[config.mk]
export PLATFORM = sky130hd
export DESIGN_NAME = pdp8_trace_mon
export DESIGN_NICKNAME = d
export VERILOG_FILES = /design/src/rtl/pdp8_trace_pkg.sv /design/src/rtl/pdp8_trace_fifo.sv /design/src/rtl/pdp8_trace_mon.sv
export SDC_FILE = /design/constraint.sdc
export NUM_CORES = 1
export LEC_CHECK = 0
export CAP_MARGIN = 20
export CORE_AREA = 2 2 356 182
export CTS_CLUSTER_DIAMETER = 50
export DETAILED_ROUTE_END_ITERATION = 8
export DIE_AREA = 0 0 358 184
export GPL_ROUTABILITY_DRIVEN = 0
export PLACE_DENSITY_LB_ADDON = 0.15
export SETUP_SLACK_MARGIN = 0.4
export SYNTH_ARGS = -nofsm -noshare
export SYNTH_HDL_FRONTEND = slang
export SYNTH_SLANG_ARGS = --single-unit
[constraint.sdc]
create_clock -name clk -period 7.75 [get_ports clk]
set_input_delay 1.55 -clock clk [delete_from_list [all_inputs] [get_ports clk]]
set_output_delay 1.55 -clock clk [all_outputs]
set_load 0.1 [all_outputs]
[src/rtl/pdp8_trace_pkg.sv]
// pdp8 trace monitor shared types, state codes and record layout.
// TRACE_TIMESTAMP_EN prefixes each record with the fetch count.
package pdp8_trace_pkg;

  localparam logic [3:0] ST_F0   = 4'b0000;
  localparam logic [3:0] ST_HALT = 4'b1100;
  localparam logic [3:0] ST_NONE = 4'b1111;

`ifdef TRACE_TIMESTAMP_EN
  localparam int TS_EN = 1;
`else
  localparam int TS_EN = 0;
`endif

  function automatic int rec_w(
    input int data_w,
    input int field_w,
    input int cnt_w
  );
    return 3*data_w + 2*field_w + 2 + TS_EN*cnt_w;
  endfunction

  function automatic int off_ir(input int dw);
    return dw;
  endfunction

  function automatic int off_ac(input int dw);
    return 2*dw;
  endfunction

  function automatic int off_l(input int dw);
    return 3*dw;
  endfunction

  function automatic int off_if(input int dw);
    return 3*dw + 1;
  endfunction

  function automatic int off_df(input int dw, input int fw);
    return 3*dw + 1 + fw;
  endfunction

  function automatic int off_ion(input int dw, input int fw);
    return 3*dw + 1 + 2*fw;
  endfunction

  function automatic int off_ts(input int dw, input int fw);
    return 3*dw + 2 + 2*fw;
  endfunction

endpackage

[src/rtl/pdp8_trace_fifo.sv]
// Synchronous trace FIFO with registered read port.
// Pushes on full are refused unless a pop frees the slot.
module pdp8_trace_fifo #(
  parameter  int W     = 44,
  parameter  int DEPTH = 16,
  localparam int AW    = $clog2(DEPTH),
  localparam int CW    = AW + 1
) (
  input  logic          clk,
  input  logic          rst_n,
  input  logic          clr,
  input  logic          push,
  input  logic          pop,
  input  logic [W-1:0]  wdata,
  output logic          rvalid,
  output logic [W-1:0]  rdata,
  output logic [CW-1:0] count,
  output logic          full
);

  logic [W-1:0]  mem_q [DEPTH];
  logic [AW-1:0] wptr_q, wptr_d;
  logic [AW-1:0] rptr_q, rptr_d;
  logic [CW-1:0] cnt_q, cnt_d;
  logic          rvalid_q, rvalid_d;
  logic [W-1:0]  rdata_q, rdata_d;
  logic          empty, do_pop, do_push;

  always_comb begin
    empty    = (cnt_q == '0);
    full     = (cnt_q == CW'(DEPTH));
    do_pop   = pop && !empty;
    do_push  = push && (!full || do_pop);
    wptr_d   = do_push ? wptr_q + AW'(1) : wptr_q;
    rptr_d   = do_pop ? rptr_q + AW'(1) : rptr_q;
    rvalid_d = do_pop;
    rdata_d  = do_pop ? mem_q[rptr_q] : rdata_q;
    case ({do_push, do_pop})
      2'b10:   cnt_d = cnt_q + CW'(1);
      2'b01:   cnt_d = cnt_q - CW'(1);
      default: cnt_d = cnt_q;
    endcase
    if (clr) begin
      wptr_d   = '0;
      rptr_d   = '0;
      cnt_d    = '0;
      rvalid_d = 1'b0;
      rdata_d  = '0;
    end
  end

  always_ff @(posedge clk) begin
    if (do_push && !clr) mem_q[wptr_q] <= wdata;
  end

  always_ff @(posedge clk or negedge rst_n) begin
    if (!rst_n) begin
      wptr_q   <= '0;
      rptr_q   <= '0;
      cnt_q    <= '0;
      rvalid_q <= 1'b0;
      rdata_q  <= '0;
    end else begin
      wptr_q   <= wptr_d;
      rptr_q   <= rptr_d;
      cnt_q    <= cnt_d;
      rvalid_q <= rvalid_d;
      rdata_q  <= rdata_d;
    end
  end

  assign rvalid = rvalid_q;
  assign rdata  = rdata_q;
  assign count  = cnt_q;

endmodule

[src/rtl/pdp8_trace_mon.sv]
// pdp8 run monitor: fetch counting, sampled trace, halt/limit flags.
// Define TRACE_TIMESTAMP_EN to prefix records with the fetch count.
module pdp8_trace_mon
  import pdp8_trace_pkg::*;
#(
  parameter  int DATA_W        = 12,
  parameter  int FIELD_W       = 3,
  parameter  int DEPTH         = 16,
  parameter  int SAMPLE_PERIOD = 5000,
  parameter  int CNT_W         = 32,
  localparam int REC_W = rec_w(DATA_W, FIELD_W, CNT_W),
  localparam int CW    = $clog2(DEPTH) + 1
) (
  input  logic                       clk,
  input  logic                       reset_n,
  input  logic [3:0]                 state,
  input  logic [DATA_W-1:0]          pc,
  input  logic [DATA_W-1:0]          ir,
  input  logic [DATA_W-1:0]          ac,
  input  logic                       l,
  input  logic [FIELD_W-1:0]         ifld,
  input  logic [FIELD_W-1:0]         dfld,
  input  logic                       ion,
  input  logic                       cfg_show_all,
  input  logic [CNT_W-1:0]           cfg_max_cycles,
  input  logic                       clr,
  input  logic                       rd_en,
  output logic                       rd_valid,
  output logic [REC_W-1:0]           rd_data,
  output logic [CW-1:0]              fifo_count,
  output logic                       overflow,
  output logic [CNT_W-1:0]           fetch_count,
  output logic                       halted,
  output logic [FIELD_W+DATA_W-1:0]  halt_pc,
  output logic                       limit_reached
);

  logic [3:0]               prev_q, prev_d;
  logic [CNT_W-1:0]         fetch_q, fetch_d;
  logic [CNT_W-1:0]         samp_q, samp_d;
  logic                     halted_q, halted_d;
  logic                     limit_q, limit_d;
  logic                     ovf_q, ovf_d;
  logic [FIELD_W+DATA_W-1:0] hpc_q, hpc_d;
  logic                     fetch_ev, run, capture;
  logic                     fifo_full;
  logic [REC_W-1:0]         rec;

  always_comb begin
    prev_d   = state;
    fetch_ev = (state == ST_F0) && (prev_q != ST_F0);
    run      = fetch_ev && !halted_q && !limit_q;
    fetch_d  = fetch_q;
    samp_d   = samp_q;
    capture  = 1'b0;
    halted_d = halted_q;
    hpc_d    = hpc_q;
    if (run) begin
      fetch_d = (&fetch_q) ? fetch_q : fetch_q + CNT_W'(1);
      if (samp_q == CNT_W'(SAMPLE_PERIOD - 1)) begin
        samp_d  = '0;
        capture = 1'b1;
      end else begin
        samp_d = samp_q + CNT_W'(1);
      end
      if (cfg_show_all) capture = 1'b1;
    end
    limit_d = limit_q |
      ((cfg_max_cycles != '0) && (fetch_d >= cfg_max_cycles));
    if (!halted_q && state == ST_HALT) begin
      halted_d = 1'b1;
      hpc_d    = {ifld, pc};
    end
    // a push on full only survives if the host pops the same cycle
    ovf_d = ovf_q | (capture && fifo_full && !rd_en);
    if (clr) begin
      fetch_d  = '0;
      samp_d   = '0;
      capture  = 1'b0;
      halted_d = 1'b0;
      hpc_d    = '0;
      limit_d  = 1'b0;
      ovf_d    = 1'b0;
    end
  end

`ifdef TRACE_TIMESTAMP_EN
  assign rec = {fetch_d, ion, dfld, ifld, l, ac, ir, pc};
`else
  assign rec = {ion, dfld, ifld, l, ac, ir, pc};
`endif

  always_ff @(posedge clk or negedge reset_n) begin
    if (!reset_n) begin
      prev_q   <= ST_NONE;
      fetch_q  <= '0;
      samp_q   <= '0;
      halted_q <= 1'b0;
      hpc_q    <= '0;
      limit_q  <= 1'b0;
      ovf_q    <= 1'b0;
    end else begin
      prev_q   <= prev_d;
      fetch_q  <= fetch_d;
      samp_q   <= samp_d;
      halted_q <= halted_d;
      hpc_q    <= hpc_d;
      limit_q  <= limit_d;
      ovf_q    <= ovf_d;
    end
  end

  pdp8_trace_fifo #(
    .W     (REC_W),
    .DEPTH (DEPTH)
  ) u_fifo (
    .clk    (clk),
    .rst_n  (reset_n),
    .clr    (clr),
    .push   (capture),
    .pop    (rd_en),
    .wdata  (rec),
    .rvalid (rd_valid),
    .rdata  (rd_data),
    .count  (fifo_count),
    .full   (fifo_full)
  );

  assign overflow      = ovf_q;
  assign fetch_count   = fetch_q;
  assign halted        = halted_q;
  assign halt_pc       = hpc_q;
  assign limit_reached = limit_q;

endmodule
==> run_results.csv, run 1 <==
group,metric,value,unit
logic_synthesis,syn_inst,1759,
timing,setup_viol,0,
logic_synthesis,syn_nets,1887,
floorplan,core-area,62500,um^2
clocking,clk_latency,0.62,ns
critical_path,cpMostUsedCell,"buf_4",
clocking,cts_max_path_buffers,3,
critical_path,cp_top_family,"simple AND/OR/NAND/NOR gates",
critical_path,path_max_fanout,26,
placed_design,dp_hpwl,43400,um
critical_path,crit_slowest_cell,"nor2_4",
routing,drc,0,
final_layout,n_fill_cell,4219,
timing,slew_headroom,27.7,%
placed_design,place_area,37100,um^2
critical_path,cp_cell_sequence,"clkdlybuf4s50_1, nor3_2, and3_1, buf_4, nand3_2, or3b_1, nor2_4, buf_4",
outcome,status,"finished clean",
timing,rsz0062_at_grt,"no",
floorplan,die_w,358,um
critical_path,worstPathRequired,8.03,ns
final_layout,finalNetCount,2099,
critical_path,crit_buf_inv,3,
placed_design,numPortBuffers,184,
clocking,cts_buffers,74,
timing,skew,0.0205,ns
critical_path,worst_setup_path_start_kind,"input port",
logic_synthesis,synth_warnings,0,
final_layout,syn_to_final_growth,15.6,%
critical_path,rr_startpoint,"samp_q[0]",
clocking,post_cts_buffers,0,
logic_synthesis,async_flop_share,17.0,%
power_and_ir_drop,combPwrFrac,17.9,%
flow_run,maxCapViolCount,0,
final_layout,antenna_cells,0,
routing,wl,75700,um
power_and_ir_drop,p_int,0.00778,W
logic_synthesis,synthFlopType,"edfxtp_1",
critical_path,cp-endpoint,"u_fifo.mem_q[15][4]",
clocking,root_buffer,"clkbuf_16",
global_route,grt_max_degree,100,
clocking,hold_buffers,0,
timing,setup_slack,2.84,ns
critical_path,rr_worst_depth,8,
timing,period_share,63.4,%
clocking,cts.sinks,848,
global_route,grt_pass1_wl,114000,um
critical_path,end_kind,"flip-flop",
floorplan,start_util,54.7,%
timing,fin_tns_setup,0,ns
power_and_ir_drop,powerDensity,271,nW/um^2
placed_design,dp_slack,2.12,ns
final_layout,final_cell_area,39500,um^2
routing,via_count,17700,
power_and_ir_drop,power.switching,0.00295,W
power_and_ir_drop,seqPwrFrac,48.1,%
clocking,cts.reportedPaths.clkPinSlew,0.07,ns
logic_synthesis,synth_edf_count,704,
logic_synthesis,synth_seq_cells,848,
power_and_ir_drop,sw_frac_of_total,27.5,%
routing,wl_per_cell,26.4,um
routing,drtPass1Iterations,6,
logic_synthesis,synthDistinctLibCells,74,
global_route,globalRouteTotalUtil,23.4,%
routing,drt_iter0_drc,2120,
final_layout,drive_gt1_share,20.4,%
logic_synthesis,syn_avg_cell_area,19.4,um^2
floorplan,io-pin-count,185,
logic_synthesis,ys_top_cells_by_area,"edfxtp_1 (62%), mux4_2 (14%), dfrtp_1 (10%)",
power_and_ir_drop,total_power,0.0107,W
logic_synthesis,synth_area,34200,um^2
critical_path,worstPathArrival,5.19,ns
critical_path,path_class,"input port to flip-flop",
timing,tightest_slew,1.07,ns
global_route,grt_pass1_vias,17800,
critical_path,cp.depth,8,
final_layout,post-route-util,63.3,%
timing,final_max_slew_viol_count,0,
power_and_ir_drop,clkPwrFrac,34.0,%
clocking,cts_max_level,3,
power_and_ir_drop,power.leakage,13.1,nW
floorplan,fp.dieH,184,um
floorplan,rows,65,
clocking,cts_tree,"built",
logic_synthesis,post-synth-top-count-cell,"edfxtp_1",
timing,final_hold_viol_count,0,
logic_synthesis,synth.cells.most_frequent,"edfxtp_1 (704), mux4_2 (220), dfrtp_1 (140)",
global_route,antenna_found_initial,0,
critical_path,critPathLaunch,"state[3]",
clocking,cts_resized,0,
logic_synthesis,synth_area_leader_cell,"edfxtp_1",
critical_path,rrSetupSlack,3.09,ns
timing,fmax,204,MHz
routing,drtAntennaViolNets,0,
global_route,overflow,0,
routing,vias_per_cell,6.18,
floorplan,dieArea,65900,um^2
hold_path,min_path_type,"flip-flop to flip-flop",
critical_path,r2r-end,"u_fifo.mem_q[15][4]",
logic_synthesis,ys_seq_area_share,72.4,%
logic_synthesis,synth_top_area_share,61.8,%
critical_path,critPathMaxStageDelay,0.86,ns
timing,min_period,4.91,ns
power_and_ir_drop,max-vdd-ir-drop,0.192,mV
==> state kept, by name (all words and copies together), names as in the netlist <==
name	count
u_fifo.mem_q	704
prev_q	4
u_fifo.rptr_q	4
u_fifo.count	5
samp_q	32
u_fifo.rdata	44
fetch_count	32
u_fifo.wptr_q	4
halted	1
limit_reached	1
u_fifo.rvalid	1
overflow	1
halt_pc	15
==> worst min path at each step <==
stage                    startpoint              end  slack (ns)  cells past startpoint
finish                   samp_q[31]       samp_q[31]        0.50                      1
global route        u_fifo.rdata[3]  u_fifo.rdata[3]        0.52                      1
CTS                      samp_q[31]       samp_q[31]        0.50                      1
detailed placement       samp_q[31]       samp_q[31]        0.48                      1
global placement         samp_q[31]       samp_q[31]        0.48                      1
floorplan                samp_q[31]       samp_q[31]        0.45                      1
==> logic make-up (layout without fill, tap and decap cells) <==
| family | count (synthesis) | count (layout) | synth area share [%] |
|---|---|---|---|
| DFF | 848 | 848 | 72.4 |
| and+or+nand+nor | 319 | 319 | 5.35 |
| muxes | 227 | 227 | 14.7 |
| AOI/OAI and AO/OA | 150 | 150 | 3.14 |
| buffers and inverters | 121 | 394 | 1.50 |
| xor gates and xnor gates | 51 | 51 | 1.31 |
| adders and majority gates | 43 | 43 | 1.60 |
==> cell type report <==
type	count	area, um^2	share of cell area [%]
Multi-Input combinational cell	790	9050	22.9
Sequential cell	848	24800	62.7
Inverter	39	146	0.370
Clock buffer	95	1960	4.96
Clock inverter	42	414	1.05
Tap cell	837	1050	2.65
Timing Repair Buffer	218	2130	5.39
==> worst reg2reg max path: stages (launching register included) <==
cell,delay (ns)
dfrtp_1,0.43
ha_1,0.29
nand3_1,0.22
nand4b_1,0.52
o21ai_2,0.42
nand3_2,0.43
or3b_1,0.69
nor2_4,0.86
buf_4,0.47
==> layout by cell type, fill, tap and decap left out, drive strengths merged, types with 3 or more instances in the layout <==
| cell type | instances |
|---|---|
| edfxtp | 704 |
| mux4 | 220 |
| clkdlybuf4s50 | 182 |
| dfrtp | 140 |
| clkbuf | 95 |
| nand2 | 66 |
| nor2 | 54 |
| a22o | 44 |
| inv | 44 |
| ha | 42 |
| nor2b | 39 |
| nand3 | 38 |
| buf | 36 |
| a21oi | 32 |
| o21ai | 30 |
| xnor2 | 28 |
| nand4 | 26 |
| clkinv | 26 |
| xor2 | 23 |
| nor4 | 23 |
| nor3 | 15 |
| nor4b | 12 |
| o31ai | 12 |
| and3 | 9 |
| and4 | 9 |
| bufinv | 6 |
| or4 | 6 |
| nand2b | 5 |
| a211oi | 5 |
| clkinvlp | 5 |
| a31oi | 5 |
| dfstp | 4 |
| and2 | 4 |
| mux2 | 4 |
| nand4b | 3 |
| o21a | 3 |
| a21o | 3 |
| mux2i | 3 |
| o41ai | 3 |
==> stage by stage <==
| step | cells | hold WS (ns) |
|---|---|---|
| 6_report | 2869 | 0.500 |
| 5_1_grt | 2869 | 0.523 |
| 4_1_cts | 2869 | 0.501 |
| 3_5_place_dp | 2732 | 0.480 |
| 3_3_place_gp | 2729 | 0.477 |
| 2_1_floorplan | 1759 | 0.447 |
==> power groups by stage <==
| stage | Sequential (W) | Clock (W) | Combinational (W) |
|---|---|---|---|
| after floorplan | 0.00580 | 0 | 0.000871 |
| after CTS | 0.00516 | 0.00372 | 0.00195 |
| final | 0.00516 | 0.00365 | 0.00192 |
| after global placement | 0.00525 | 0 | 0.00193 |
| after detailed placement | 0.00526 | 0 | 0.00194 |
| after global routing | 0.00518 | 0.00391 | 0.00202 |
==> routing by layer <==
metal	track usage, %	vias up	routed length, um
met3	4.09	88	5030
li1	-	7591	-
met1	37.4	9410	35500
met4	4.64	0	999
met2	34.3	632	34100
met5	0	-	0
Note: power is estimated with default switching activity, not from simulation.
==> run 2, diff against run 1 <==
--- a/config.mk
+++ b/config.mk
@@ -6,10 +6,10 @@
 export NUM_CORES = 1
 export LEC_CHECK = 0
 export CAP_MARGIN = 20
-export CORE_AREA = 2 2 356 182
+export CORE_AREA = 2 2 359 183
 export CTS_CLUSTER_DIAMETER = 50
 export DETAILED_ROUTE_END_ITERATION = 8
-export DIE_AREA = 0 0 358 184
+export DIE_AREA = 0 0 361 185
 export GPL_ROUTABILITY_DRIVEN = 0
 export PLACE_DENSITY_LB_ADDON = 0.15
 export SETUP_SLACK_MARGIN = 0.4
==> constraint.sdc (replaced) <==
create_clock -name clk -period 4.3 [get_ports clk]
set_input_delay 0.86 -clock clk [delete_from_list [all_inputs] [get_ports clk]]
set_output_delay 0.86 -clock clk [all_outputs]
set_load 0.1 [all_outputs]
==> run 2 against run 1 <==
  * Clock skew decreased by 0.0047 ns
  * First-iteration DRC count increased by 5.1%
  * Non-clock buffer count increased by 21
  * Wire length increased by 4.5%
  * Global-route usage increased by 0.69 points
  * Sequential share of layout area decreased by 0.96 points
  * Largest cell class unchanged
  * Highest routed layer is now met5
==> run_results.csv, run 2 (synthesized netlist as in run 1, its figures left out) <==
group,metric,value,unit
routing,wl,79000,um
final_layout,antenna_cells,0,
timing,final_max_slew_viol_count,0,
floorplan,core-area,64000,um^2
routing,via_count,17900,
final_layout,final_common_cell,"edfxtp_1",
flow_run,maxCapViolCount,0,
timing,final_hold_viol_count,0,
global_route,grt_pass1_wl,118000,um
final_layout,largest_register_ff_count,704,
power_and_ir_drop,total_power,0.0197,W
hold_path,min_path_type,"input port to asynchronous set/reset pin",
critical_path,worst_setup_path_start_kind,"input port",
critical_path,worstPathRequired,4.77,ns
floorplan,rows,66,
final_layout,registers.top_by_ff_count,"u_fifo.mem_q",
final_layout,finalNetCount,2121,
routing,drt_iter0_drc,2228,
timing,setup_viol,0,
routing,drtPass1Iterations,7,
timing,period_share,84.7,%
global_route,antenna_found_initial,1,
critical_path,end_kind,"flip-flop",
critical_path,path_class,"input port to flip-flop",
critical_path,worstPathArrival,4.11,ns
placed_design,dp_cells,2765,
global_route,overflow,0,
clocking,cts_buffers,75,
final_layout,drive_gt1_share,21.3,%
final_layout,layout_common_cells,"edfxtp_1 (704), mux4_2 (220), clkdlybuf4s50_1 (182)",
global_route,globalRouteTotalUtil,24.1,%
clocking,clk_latency,0.60,ns
clocking,cts_tree,"built",
timing,fin_tns_setup,0,ns
clocking,cts.reportedPaths.clkPinSlew,0.06,ns
placed_design,place_area,37600,um^2
power_and_ir_drop,powerDensity,491,nW/um^2
timing,min_period,3.64,ns
power_and_ir_drop,power.leakage,13.4,nW
final_layout,final_cells,2903,
timing,rsz0062_at_grt,"yes",
floorplan,io-pin-count,185,
routing,drc,0,
timing,tightest_slew,1.19,ns
power_and_ir_drop,max-vdd-ir-drop,0.335,mV
clocking,cts_max_path_buffers,3,
floorplan,fp.dieH,185,um
timing,skew,0.0159,ns
clocking,cts_max_level,3,
routing,wl_per_cell,27.2,um
placed_design,dp_hpwl,44000,um
final_layout,final_cell_area,40100,um^2
timing,fmax,275,MHz
placed_design,numPortBuffers,184,
outcome,status,"finished clean",
routing,drtAntennaViolNets,0,
critical_path,path_max_fanout,4,
clocking,root_buffer,"clkbuf_16",
final_layout,post-route-util,62.7,%
clocking,cts.sinks,848,
timing,slew_headroom,21.0,%
floorplan,die_w,361,um
global_route,grt_pass1_vias,18000,
final_layout,syn_to_final_growth,17.4,%
floorplan,start_util,53.4,%
floorplan,dieArea,66800,um^2
global_route,grt_max_degree,86,
routing,vias_per_cell,6.17,
==> run 2: changes by cell type in the layout (fill, tap and decap cells not counted), moves of 2 or more <==
cell / delta
buf_12: +15
nor4b_2: -12
nor4b_4: +12
buf_4: +7
clkbuf_8: +6
bufinv_16: +3
clkinv_1: -3
clkinvlp_4: -3
clkbuf_16: +2
clkinv_2: -2
clkinv_4: +2
clkinv_8: -2
==> run 2: area by class of cell <==
type,count,area [um^2]
multi-input cells,790,9180
flip-flops and latches,848,24800
clock buffers,103,2090
inverters,39,146
clock inverters,34,405
well taps,850,1060
repair buffers,239,2480
fillers,4397,23900
==> run 2: where the power goes <==
| part | switching [W] | leakage, nW | internal (W) |
|---|---|---|---|
| Combinational | 0.00214 | 3.86 | 0.00137 |
| Sequential | 0.000253 | 8.29 | 0.00907 |
| Clock | 0.00290 | 1.22 | 0.00397 |
==> run 2: through the flow <==
step	worst slack [ns]	hold WS (ns)
floorplan	-0.571	0.447
global placement	0.0630	0.479
detailed placement	-0.00166	0.494
CTS	0.485	0.328
global route	0.396	0.366
finish	0.658	0.318
==> run 2: repair_timing <==
item,4_1_cts,5_1_grt
endpoints found under the setup margin,0,2
hold buffers,0,0
buffers inserted,0,1
resized for setup,0,4
==> run 2: worst paths after layout <==
check	from	to	slack, ns	cells past startpoint
min in group clk	u_fifo.rdata[9]	u_fifo.rdata[9]	0.51	1
worst max-delay path	state[3]	limit_reached	0.66	13
worst max register to register	fetch_count[0]	limit_reached	0.66	12
worst min-delay path	reset_n	samp_q[30]	0.32	1
worst min register to register	u_fifo.rdata[9]	u_fifo.rdata[9]	0.51	1
max in group asynchronous	reset_n	u_fifo.rdata[23]	3.09	2
==> run 2: layer usage <==
layer  GRT usage (%)  part of all wire (%)  vias to the layer above
li1                -                     -                     7632
met1            37.5                    46                     9459
met2            36.1                    45                      726
met3            4.54                   7.5                       96
met4            4.90                   1.6                        2
met5               0                 0.015                        -
==> run 2: critical path: stages <==
cell and delay (ns):
clkdlybuf4s50_1 0.49, nor3_4 0.28, nand3_4 0.16, or2_4 0.32, or4_1 0.49, xnor2_1 0.20
ha_1 0.28, nand2_1 0.12, nor2_1 0.05, a211oi_1 0.27, o32ai_1 0.12, a31oi_1 0.31
o21ai_0 0.15
